[src/rtl/pipe_adder.sv]
// -----------------------------------------------------------------------------
// pipe_adder
//
// Pipelined WIDTH-bit adder/subtractor. The operation is split into STAGES
// chunks of C = WIDTH/STAGES bits. Stage k adds chunk k using the carry that
// stage k-1 registered, so each clock only ripples across C bits. The upper
// operand chunks that are still waiting travel forward in skew registers. The
// finished lower sum chunks travel forward in deskew registers. The full
// result is aligned in the last stage.
//
// One beat can be accepted per clock. A single global enable stalls the whole
// pipeline whenever the output holds a beat that the sink has not taken.
//
// Parameters:
//   WIDTH   operand/result width, must be a multiple of STAGES
//   STAGES  pipeline depth and number of chunks (1 <= STAGES <= WIDTH)
//
// Ports:
//   clk        clock, all state on rising edge
//   rst_n      asynchronous active-low reset
//   in_valid   operand beat valid
//   in_ready   beat accepted this cycle (combinational, = global enable)
//   a, b       operands (unsigned or two's complement)
//   cin        carry-in (add) / borrow-in (sub)
//   sub        0 = a + b + cin, 1 = a - b - cin
//   out_valid  result beat valid
//   out_ready  sink accepts result
//   sum        result
//   cout       carry-out; for subtract, 1 means no borrow
//   ovf        signed overflow
// -----------------------------------------------------------------------------

// One C-bit slice of the carry chain (purely combinational).
module pipe_adder_chunk #(
   parameter int C = 16
) (
   input  logic [C-1:0] a_i,
   input  logic [C-1:0] b_i,
   input  logic         c_i,
   output logic [C-1:0] s_o,
   output logic         c_o
);
   assign {c_o, s_o} = {1'b0, a_i} + {1'b0, b_i} + {{C{1'b0}}, c_i};
endmodule

module pipe_adder #(
   parameter int WIDTH  = 64,
   parameter int STAGES = 4
) (
   input  logic             clk,
   input  logic             rst_n,
   input  logic             in_valid,
   output logic             in_ready,
   input  logic [WIDTH-1:0] a,
   input  logic [WIDTH-1:0] b,
   input  logic             cin,
   input  logic             sub,
   output logic             out_valid,
   input  logic             out_ready,
   output logic [WIDTH-1:0] sum,
   output logic             cout,
   output logic             ovf
);
   localparam int C = WIDTH / STAGES;

   logic              en;
   logic [WIDTH-1:0]  b_eff;
   logic              c0;
   logic [STAGES-1:0] vin;          // upstream valid seen by each stage
   logic [STAGES-1:0] vld_pipe_q;
   logic [STAGES-1:0] vld_pipe_d;

   // The whole pipe moves together. It may advance unless the output holds a
   // beat that the sink refuses.
   assign en       = !out_valid || out_ready;
   assign in_ready = en;

   // Subtraction is a + ~b + ~cin. The operand and carry are conditioned
   // here, so each beat carries its own mode down the pipe.
   assign b_eff = sub ? ~b : b;
   assign c0    = sub ? ~cin : cin;

   always_comb begin
      vin    = '0;
      vin[0] = in_valid;
      for (int k = 1; k < STAGES; k++) vin[k] = vld_pipe_q[k-1];
      vld_pipe_d = en ? vin : vld_pipe_q;
   end

   always_ff @(posedge clk or negedge rst_n) begin
      if (!rst_n) vld_pipe_q <= '0;
      else        vld_pipe_q <= vld_pipe_d;
   end

   for (genvar k = 0; k < STAGES; k++) begin : g_stg
      // Operand bits that are not yet consumed when this stage runs.
      localparam int SRCW = WIDTH - k*C;

      logic [SRCW-1:0]      a_src;
      logic [SRCW-1:0]      b_src;
      logic                 c_src;
      logic [C-1:0]         s_ck;
      logic                 c_ck;
      logic [(k+1)*C-1:0]   s_d;
      logic [(k+1)*C-1:0]   s_q;    // deskewed low sum chunks
      logic                 c_q;
      logic                 ld;

      // Data registers load only when a real beat arrives. During bubbles the
      // last result stays visible and no X values reach the outputs.
      assign ld = en && vin[k];

      if (k == 0) begin : g_head
         assign a_src = a;
         assign b_src = b_eff;
         assign c_src = c0;
         assign s_d   = s_ck;
      end else begin : g_body
         assign a_src = g_stg[k-1].g_skew.a_sk_q;
         assign b_src = g_stg[k-1].g_skew.b_sk_q;
         assign c_src = g_stg[k-1].c_q;
         assign s_d   = {s_ck, g_stg[k-1].s_q};
      end

      pipe_adder_chunk #(.C(C)) u_chunk (
         .a_i (a_src[C-1:0]),
         .b_i (b_src[C-1:0]),
         .c_i (c_src),
         .s_o (s_ck),
         .c_o (c_ck)
      );

      always_ff @(posedge clk or negedge rst_n) begin
         if (!rst_n) begin
            s_q <= '0;
            c_q <= 1'b0;
         end else if (ld) begin
            s_q <= s_d;
            c_q <= c_ck;
         end
      end

      if (k < STAGES-1) begin : g_skew
         // The upper operand chunks wait here for their stage.
         logic [SRCW-C-1:0] a_sk_q;
         logic [SRCW-C-1:0] b_sk_q;

         always_ff @(posedge clk or negedge rst_n) begin
            if (!rst_n) begin
               a_sk_q <= '0;
               b_sk_q <= '0;
            end else if (ld) begin
               a_sk_q <= a_src[SRCW-1:C];
               b_sk_q <= b_src[SRCW-1:C];
            end
         end
      end else begin : g_tail
         // The MSB chunk is added here, so the signed-overflow check lives
         // here too. It uses the effective (possibly inverted) b operand.
         logic ovf_q;

         always_ff @(posedge clk or negedge rst_n) begin
            if (!rst_n)  ovf_q <= 1'b0;
            else if (ld) ovf_q <= (a_src[SRCW-1] == b_src[SRCW-1]) &&
                                  (s_ck[C-1] != a_src[SRCW-1]);
         end
      end
   end

   assign out_valid = vld_pipe_q[STAGES-1];
   assign sum       = g_stg[STAGES-1].s_q;
   assign cout      = g_stg[STAGES-1].c_q;
   assign ovf       = g_stg[STAGES-1].g_tail.ovf_q;

endmodule

[config.mk]
export PLATFORM = sky130hd
export DESIGN_NAME = pipe_adder
export DESIGN_NICKNAME = d
export VERILOG_FILES = /design/src/rtl/pipe_adder.sv
export SDC_FILE = /design/constraint.sdc
export NUM_CORES = 1
export LEC_CHECK = 0
export BUFFER_PORTS_ARGS = -buffer_cell sky130_fd_sc_hd__buf_2
export CAP_MARGIN = 25
export CORE_MARGIN = 10
export CORE_UTILIZATION = 50
export DETAILED_ROUTE_END_ITERATION = 8
export PLACE_DENSITY = 0.7
export SLEW_MARGIN = 30
export SYNTH_ARGS = -nofsm -noshare
export SYNTH_HDL_FRONTEND = slang
export SYNTH_SLANG_ARGS = --single-unit
[constraint.sdc]
create_clock -name clk -period 3 [get_ports clk]
set_clock_uncertainty 0.1 [all_clocks]
set_input_delay 0.15 -clock clk [delete_from_list [all_inputs] [get_ports clk]]
set_output_delay 0.15 -clock clk [all_outputs]
set_load 0.005 [all_outputs]
==> summary.txt, run 1 <==
Status
  – Status: finished, final reports clean

Drt
  – Initial DRC count: 608
  – First-pass DRT Iterations: 5
  – Vias: 11900
  – Mean routed wirelength per cell: between 15 and 20 microns
  – Total routed wirelength: just under 40 mm
  – Drt drc: 0
  – Via-to-Cell Ratio: approximately 5.2
  – Post-route ant nets: 0

Worst setup path
  – Reg-to-reg setup timing slack: approximately 0.19 ns
  – Worst setup SP type: flop
  – Endpoint class of the critical path: flop
  – Crit path DAT: 3.11 ns
  – Critical Path RT: around 3.3 ns
  – Highest net fanout along the worst path: 3
  – Critical path class: flop to flop

Pwr
  – Sw Share: 0.345
  – Post-layout power: ~22 mW
  – Psw: approximately 7.4 mW
  – Maximum VDD drop: roughly 560 uV
  – Power share of the combinational group: 0.399
  – Seq pwr share: 0.383
  – Internal Pwr Total: roughly 14 mW
  – P_leak: ~10 nW
  – Clock network fraction of total power: 0.218
  – PD cells: 1040 nW/um^2

Timing
  – RSZ-0062 raised after global routing: false
  – Worst-Margin Slew: 0.684 ns
  – Final clock period utilization by the worst path: 0.936
  – F_max: around 360 MHz
  – Fin crit period: 2.81 ns
  – Final hold violations: 0
  – Max Slew Vio Count: 0
  – Rel. slew slack: 0.544
  – Fin Setup TNS: 0 ns
  – Setup violators final: 0

CTS
  – Clock Sink Count: about 360
  – CTS Buf Count: 39
  – CTS Buffer Depth: 3
  – Worst-Skew Late Latency: 0.52 ns
  – CTS tree: built
  – CTS root buf: clkbuf_16
  – CTS H-tree lvls: 2
  – Clock transition at path regs: 0.06 ns
  – # Post-CTS Setup Buffers: 0

Synthesis
  – Complex-gate fraction of the synthesized area: 0.101
  – Sequential element share of the synthesized area: 0.536
  – Register bit total from synthesis: 361
  – Post-synthesis net count: between 1500 and 2000
  – Adder-cell share of the synthesized area: 0.0540
  – Largest family of logic cells by synthesized area: multiplexers
  – Post-synthesis simple-gate area fraction: 0.0965
  – Mux cell area share after synthesis: 0.135
  – XOR/XNOR Fraction of Synth Area: 0.0545
  – Synth Cell Area: around 17000 sq um
  – Async SR Flop Fraction: 1.00
  – Synth Area per Inst: 11.3 sq um
  – Dominant synthesized flop cell: dfrtp_1
  – Synthesized instance count: between 1000 and 1500
  – Yosys cell types: 59
  – Number of flops mapped to enable cells by yosys: 0
  – YS warnings: 0

Global route
  – Number of global-route vias before repair: about 12000
  – Total GRT Usage: 0.189
  – First-pass GRT wire length: around 64 mm
  – Largest net degree at the start of global routing: 97
  – Gr ovfl total: 0
  – Initial antenna violation count: 6

Flow run
  – Max-cap viol count: 0

Floorplan
  – Die X: approximately 200 microns
  – # rows: 67
  – Die extent in y: between 200 and 250 microns
  – Initial Util: 0.504
  – Ports: just over 200
  – Core area: between 30000 and 40000 sq um
  – Die footprint: slightly above 40000 sq um

Cells and area
  – Layout area overhead: 23.4%
  – Share of layout cells above drive strength 1: 0.275
  – Final Cell Area: 20800 sq um
  – Final net count: around 2000

Placed design
  – Input/output buffers: approximately 200
  – Post-DP HPWL: roughly 27 mm
  – Routability congestion estimate: between 0.8 and 0.9
  – Cell Area, Placed: about 19000 sq um

Worst hold path
  – Worst min path class: input port to flop
==> area by class of cell <==
cell class	count	area, sq um
Clock buffer	58	1170
Tap cell	448	561
Antenna cell	5	12.5
Sequential cell	361	9030
Timing Repair Buffer	330	2380
Multi-Input combinational cell	1040	7480
Clock inverter	9	97.6
Inverter	22	82.6
Fill cell	2648	12600
==> power groups by stage <==
stage | clock, mW | combinational, mW | sequential, mW
6_report | 4.71 | 8.61 | 8.26
3_3_place_gp | 0 | 8.27 | 8.24
2_1_floorplan | 0 | 6.29 | 7.93
3_5_place_dp | 0 | 8.50 | 8.35
5_1_grt | 5.03 | 9.59 | 8.53
4_1_cts | 4.83 | 8.65 | 8.28
==> flip-flops by register name, indices dropped and copies added, names as in the netlist <==
name	flops
g_stg.s_q	96
cout	1
g_stg.g_skew.b_sk_q	96
sum	64
g_stg.c_q	3
g_stg.g_skew.a_sk_q	96
ovf	1
vld_pipe_q	4
==> cell usage after synthesis, types with 4 or more instances <==
library cell	number	area (sq um)
nand2b_1	7	43.8
a31oi_1	5	31.3
nand3_1	13	65.1
o21bai_1	4	30.0
nor3b_1	8	60.1
xnor2_1	73	639
fa_1	8	160
xor2_1	32	280
o21ai_0	118	591
mux2_2	198	2230
o21ai_1	12	60.1
a21o_1	18	135
o31ai_1	8	60.1
and2_1	4	25.0
nor2_1	30	113
nand2_1	283	1060
dfrtp_1	361	9030
o21a_1	10	75.1
nand4_1	9	56.3
clkbuf_1	33	124
and3_1	7	43.8
inv_1	22	82.6
a21boi_0	6	45.0
buf_1	4	15.0
o311ai_0	4	35.0
a211oi_1	6	45.0
ha_1	60	751
nor3_1	6	30.0
o211ai_1	10	75.1
nor2b_1	4	25.0
buf_2	34	170
a21oi_2	4	35.0
a21oi_1	47	235
==> critical path, stage by stage (launching register included) <==
cell and delay, ns:
dfrtp_1 0.40, fa_1 0.52, fa_1 0.48, a211oi_2 0.27, o21a_1 0.19, o21ai_1 0.11, a221o_1 0.34, a221o_1 0.29
==> worst paths after layout <==
path / to / startpoint / cells past startpoint
hold / removal: g_stg[0].g_skew.b_sk_q[36] / sub / 3
min in group asynchronous: g_stg[2].s_q[2] / rst_n / 2
hold reg to reg: g_stg[0].g_skew.a_sk_q[27] / g_stg[0].g_skew.a_sk_q[27] / 2
setup reg to reg: g_stg[2].c_q / g_stg[1].c_q / 7
max in group asynchronous: sum[37] / rst_n / 3
setup / recovery: g_stg[2].c_q / g_stg[1].c_q / 7
==> cells by family (layout without fill, tap and decap cells) <==
kind of cell | count (synthesis) | after routing
and+or+nand+nor | 386 | 386
DFF | 361 | 361
AOI/OAI and AO/OA | 278 | 278
muxes | 203 | 203
xor gates and xnor gates | 105 | 105
buffers and inverters | 93 | 419
adders and majority gates | 68 | 68
other | 0 | 5
==> metrics by stage <==
step | util | setup WS, ns | hold WS [ns] | std cells
after floorplan | - | 0.420 | -0.246 | 1494
after global placement | 0.553 | 0.187 | 0.107 | 2099
after detailed placement | 0.553 | 0.0913 | 0.108 | 2099
after CTS | 0.622 | 0.0791 | 0.0130 | 2268
after global routing | 0.622 | 0.0171 | 0.0318 | 2272
final | 0.622 | 0.193 | 0.0322 | 2273
==> cells in the final DEF (no fill, tap or decap), drive strengths merged, types with 18 or more instances in the layout <==
cell / instances
mux2: 200
buf: 228
dfrtp: 361
o21ai: 130
dlygate4sd3: 102
ha: 60
a21o: 18
xnor2: 73
xor2: 32
a21oi: 51
inv: 22
nor2: 30
clkbuf: 58
nand2: 284
==> timing repair <==
action	4_1_cts	5_1_grt
setup endpoints to repair	0	1
gates resized for setup	0	2
hold buffers	102	0
hold endpoints to repair	177	0
==> routing by layer <==
| metal | vias up | global-route usage | share of wire |
|---|---|---|---|
| met2 | 259 | 0.311 | 0.49 |
| li1 | 5819 | - | - |
| met4 | 2 | 0.0661 | 0.027 |
| met1 | 5751 | 0.245 | 0.44 |
| met3 | 70 | 0.0365 | 0.046 |
| met5 | - | 0 | 0.00033 |
(Power assumes the default switching activity.)
==> run 2, diff against run 1 <==
==> constraint.sdc (replaced) <==
create_clock -name clk -period 2.6 [get_ports clk]
set_clock_uncertainty 0.1 [all_clocks]
set_input_delay 0.13 -clock clk [delete_from_list [all_inputs] [get_ports clk]]
set_output_delay 0.13 -clock clk [all_outputs]
set_load 0.005 [all_outputs]
==> summary.txt, run 2 (synthesis results as in run 1) <==
CTS
  – Clock Sink Count: 361 (unchanged)
  – CTS H-tree lvls: 2 (unchanged)
  – CTS Buf Count: 39 (unchanged)
  – Clock transition at path regs: 0.06 ns (about the same)
  – # Post-CTS Setup Buffers: 0 (unchanged)
  – CTS tree: built (unchanged)
  – Worst-Skew Late Latency: 0.53 ns (was 0.52 ns)
  – CTS root buf: clkbuf_16 (unchanged)
  – CTS Buffer Depth: 3 (unchanged)

Global route
  – First-pass GRT wire length: 64.4 mm (was 64.5 mm)
  – Total GRT Usage: 0.188 (was 0.189)
  – Number of global-route vias before repair: 12500 (was 12400)
  – Gr ovfl total: 0 (unchanged)
  – GR Util met3: 0.0370 (was 0.0365)
  – Met2 usage: 0.308 (was 0.311)
  – Initial antenna violation count: 4 (was 6)
  – GRT Max-Usage Layer: met2 (unchanged)
  – GR Layer Usage met1: 0.244 (was 0.245)
  – Largest net degree at the start of global routing: 94 (was 97)

Cells and area
  – Multi-input logic area: 7510 sq um (was 7480 sq um)
  – Final cell count without fillers: 2283 (was 2273)
  – Sequential standard cell area: 9030 sq um (unchanged)
  – Layout area overhead: 24.1% (was 23.4%)
  – Share of layout cells above drive strength 1: 0.283 (was 0.275)
  – # fillers: 2668 (was 2648)
  – Commonest non-fill, non-tap cell in the layout: dfrtp_1 (unchanged)
  – Final net count: 2005 (was 1996)
  – Most frequent cells in the layout: dfrtp_1 (361), nand2_1 (280), buf_2 (199) (unchanged)
  – Largest regs: g_stg.g_skew.a_sk_q: 96 flops, g_stg.g_skew.b_sk_q: 96 flops, g_stg.s_q: 96 flops (unchanged)

Floorplan
  – Die X: 204 microns (unchanged)
  – Initial Util: 0.504 (unchanged)
  – Ports: 202 (unchanged)
  – Die footprint: 41500 sq um (unchanged)
  – Die extent in y: 204 microns (unchanged)
  – # rows: 67 (unchanged)
  – Core area: 33400 sq um (unchanged)

Timing
  – RSZ-0062 raised after global routing: true (was false)
  – F_max: 384 MHz (was 356 MHz)
  – Max Slew Vio Count: 0 (unchanged)
  – Setup violators final: 1 (was 0)
  – Final clock period utilization by the worst path: 1.00 (was 0.936)
  – Hold slack: 0.0239 ns (was 0.0322 ns)
  – Worst-Margin Slew: 0.717 ns (was 0.684 ns)
  – Fin crit period: 2.60 ns (was 2.81 ns)
  – Setup slack after layout: -0.00306 ns (was 0.193 ns)
  – Rel. slew slack: 0.522 (was 0.544)
  – Final hold violations: 0 (unchanged)

Drt
  – First-pass DRT Iterations: 5 (unchanged)
  – Drt drc: 0 (unchanged)
  – Post-route ant nets: 0 (unchanged)
  – Initial DRC count: 533 (was 608)
  – Vias: 11900 (about the same)
  – Total routed wirelength: 38.7 mm (was 39.5 mm)
  – Mean routed wirelength per cell: 17.0 microns (was 17.4 microns)
  – Via-to-Cell Ratio: 5.20 (was 5.24)

Pwr
  – P_leak: 9.85 nW (was 9.81 nW)
  – Post-layout power: 25.1 mW (was 21.6 mW)
  – PD cells: 1200 nW/um^2 (was 1040 nW/um^2)
  – Maximum VDD drop: 696 uV (was 561 uV)

Worst setup path
  – Endpoint class of the critical path: flop (unchanged)
  – Critical path class: flop to flop (unchanged)
  – Highest net fanout along the worst path: 2 (was 3)
  – Crit path DAT: 2.91 ns (was 3.11 ns)
  – Worst setup SP type: flop (unchanged)
  – Critical Path RT: 2.91 ns (was 3.30 ns)

Placed design
  – Input/output buffers: 201 (unchanged)
  – Cells after DPL: 2108 (was 2099)
  – Routability congestion estimate: 0.867 (was 0.846)
  – Post-DP HPWL: 27.0 mm (was 27.4 mm)

Worst hold path
  – Worst min path class: input port to asynchronous set/reset pin (was input port to flop)

Flow run
  – Max-cap viol count: 0 (unchanged)

Status
  – Status: finished, violations left (was finished, final reports clean)
  – Failing checks: negative setup slack
## run 2: cell count changes in the layout (fill, tap and decap cells not counted)
cell / previous run / this run
clkinv_4: 0 / 1
buf_4: 17 / 26
o21ai_1: 12 / 14
o21ai_0: 118 / 115
o21ai_2: 0 / 1
clkinvlp_4: 1 / 2
fa_2: 0 / 6
a211oi_2: 4 / 5
fa_1: 8 / 2
clkbuf_8: 8 / 9
clkbuf_1: 9 / 10
a211oi_1: 5 / 4
clkinv_2: 6 / 4
diode_2: 5 / 4
## run 2: routing by layer
| layer | part of all wire | wire [microns] |
|---|---|---|
| met1 | 0.45 | 17300 |
| met2 | 0.48 | 18600 |
| met3 | 0.041 | 1580 |
| met4 | 0.031 | 1210 |
| met5 | 0 | 0 |
## run 2: power breakdown
part	leakage, nW	internal [mW]	switching [mW]
sequential	4.43	8.11	1.41
combinational	4.79	5.04	5.06
clock	0.630	3.34	2.14
## run 2: path summary, 6_finish.rpt
check                      slack [ns]  cells past startpoint                         end                        from
max                            -0.003                      7                g_stg[2].c_q   g_stg[1].g_skew.b_sk_q[0]
min                              0.02                      2                      sum[1]                       rst_n
max reg2reg                    -0.003                      7                g_stg[2].c_q   g_stg[1].g_skew.b_sk_q[0]
min reg2reg                      0.37                      2  g_stg[0].g_skew.a_sk_q[27]  g_stg[0].g_skew.a_sk_q[27]
max in group asynchronous        1.42                      3   g_stg[2].g_skew.b_sk_q[3]                       rst_n
min in group clk                 0.03                      3             g_stg[0].s_q[7]                        a[7]
## run 2: final cells by class
class / count / share of cell area
Sequential cell: 361 / 0.432
Multi-Input combinational cell: 1040 / 0.359
Timing Repair Buffer: 339 / 0.117
Clock buffer: 60 / 0.0567
Tap cell: 448 / 0.0268
Clock inverter: 9 / 0.00496
Inverter: 22 / 0.00395
Antenna cell: 4 / 0.000478
## run 2: what timing repair did
action,4_1_cts,5_1_grt
hold buffers,102,0
gates resized for setup,6,7
pin swaps,4,2
setup endpoints to repair,5,8
endpoints found under the hold margin,416,0
gates cloned,0,0
## run 2: worst max-delay path: stages (launching register included)
cell and delay (ns):
dfrtp_1 0.40, fa_2 0.44, fa_2 0.37, a211oi_2 0.24, o21a_1 0.20, o21ai_2 0.08, a221o_1 0.34, a221o_1 0.31
## run 2: metrics by stage
stage                      TNS, ns  area, sq um  utilization  worst slack (ns)
after global routing       -0.0815        20900        0.626           -0.0654
final                     -0.00306        20900        0.626          -0.00306
after detailed placement    -0.434        18600        0.555            -0.156
after CTS                        0        20900        0.625            0.0186
after global placement      -0.289        18600        0.555            -0.128
after floorplan                  0        16900            -            0.0200
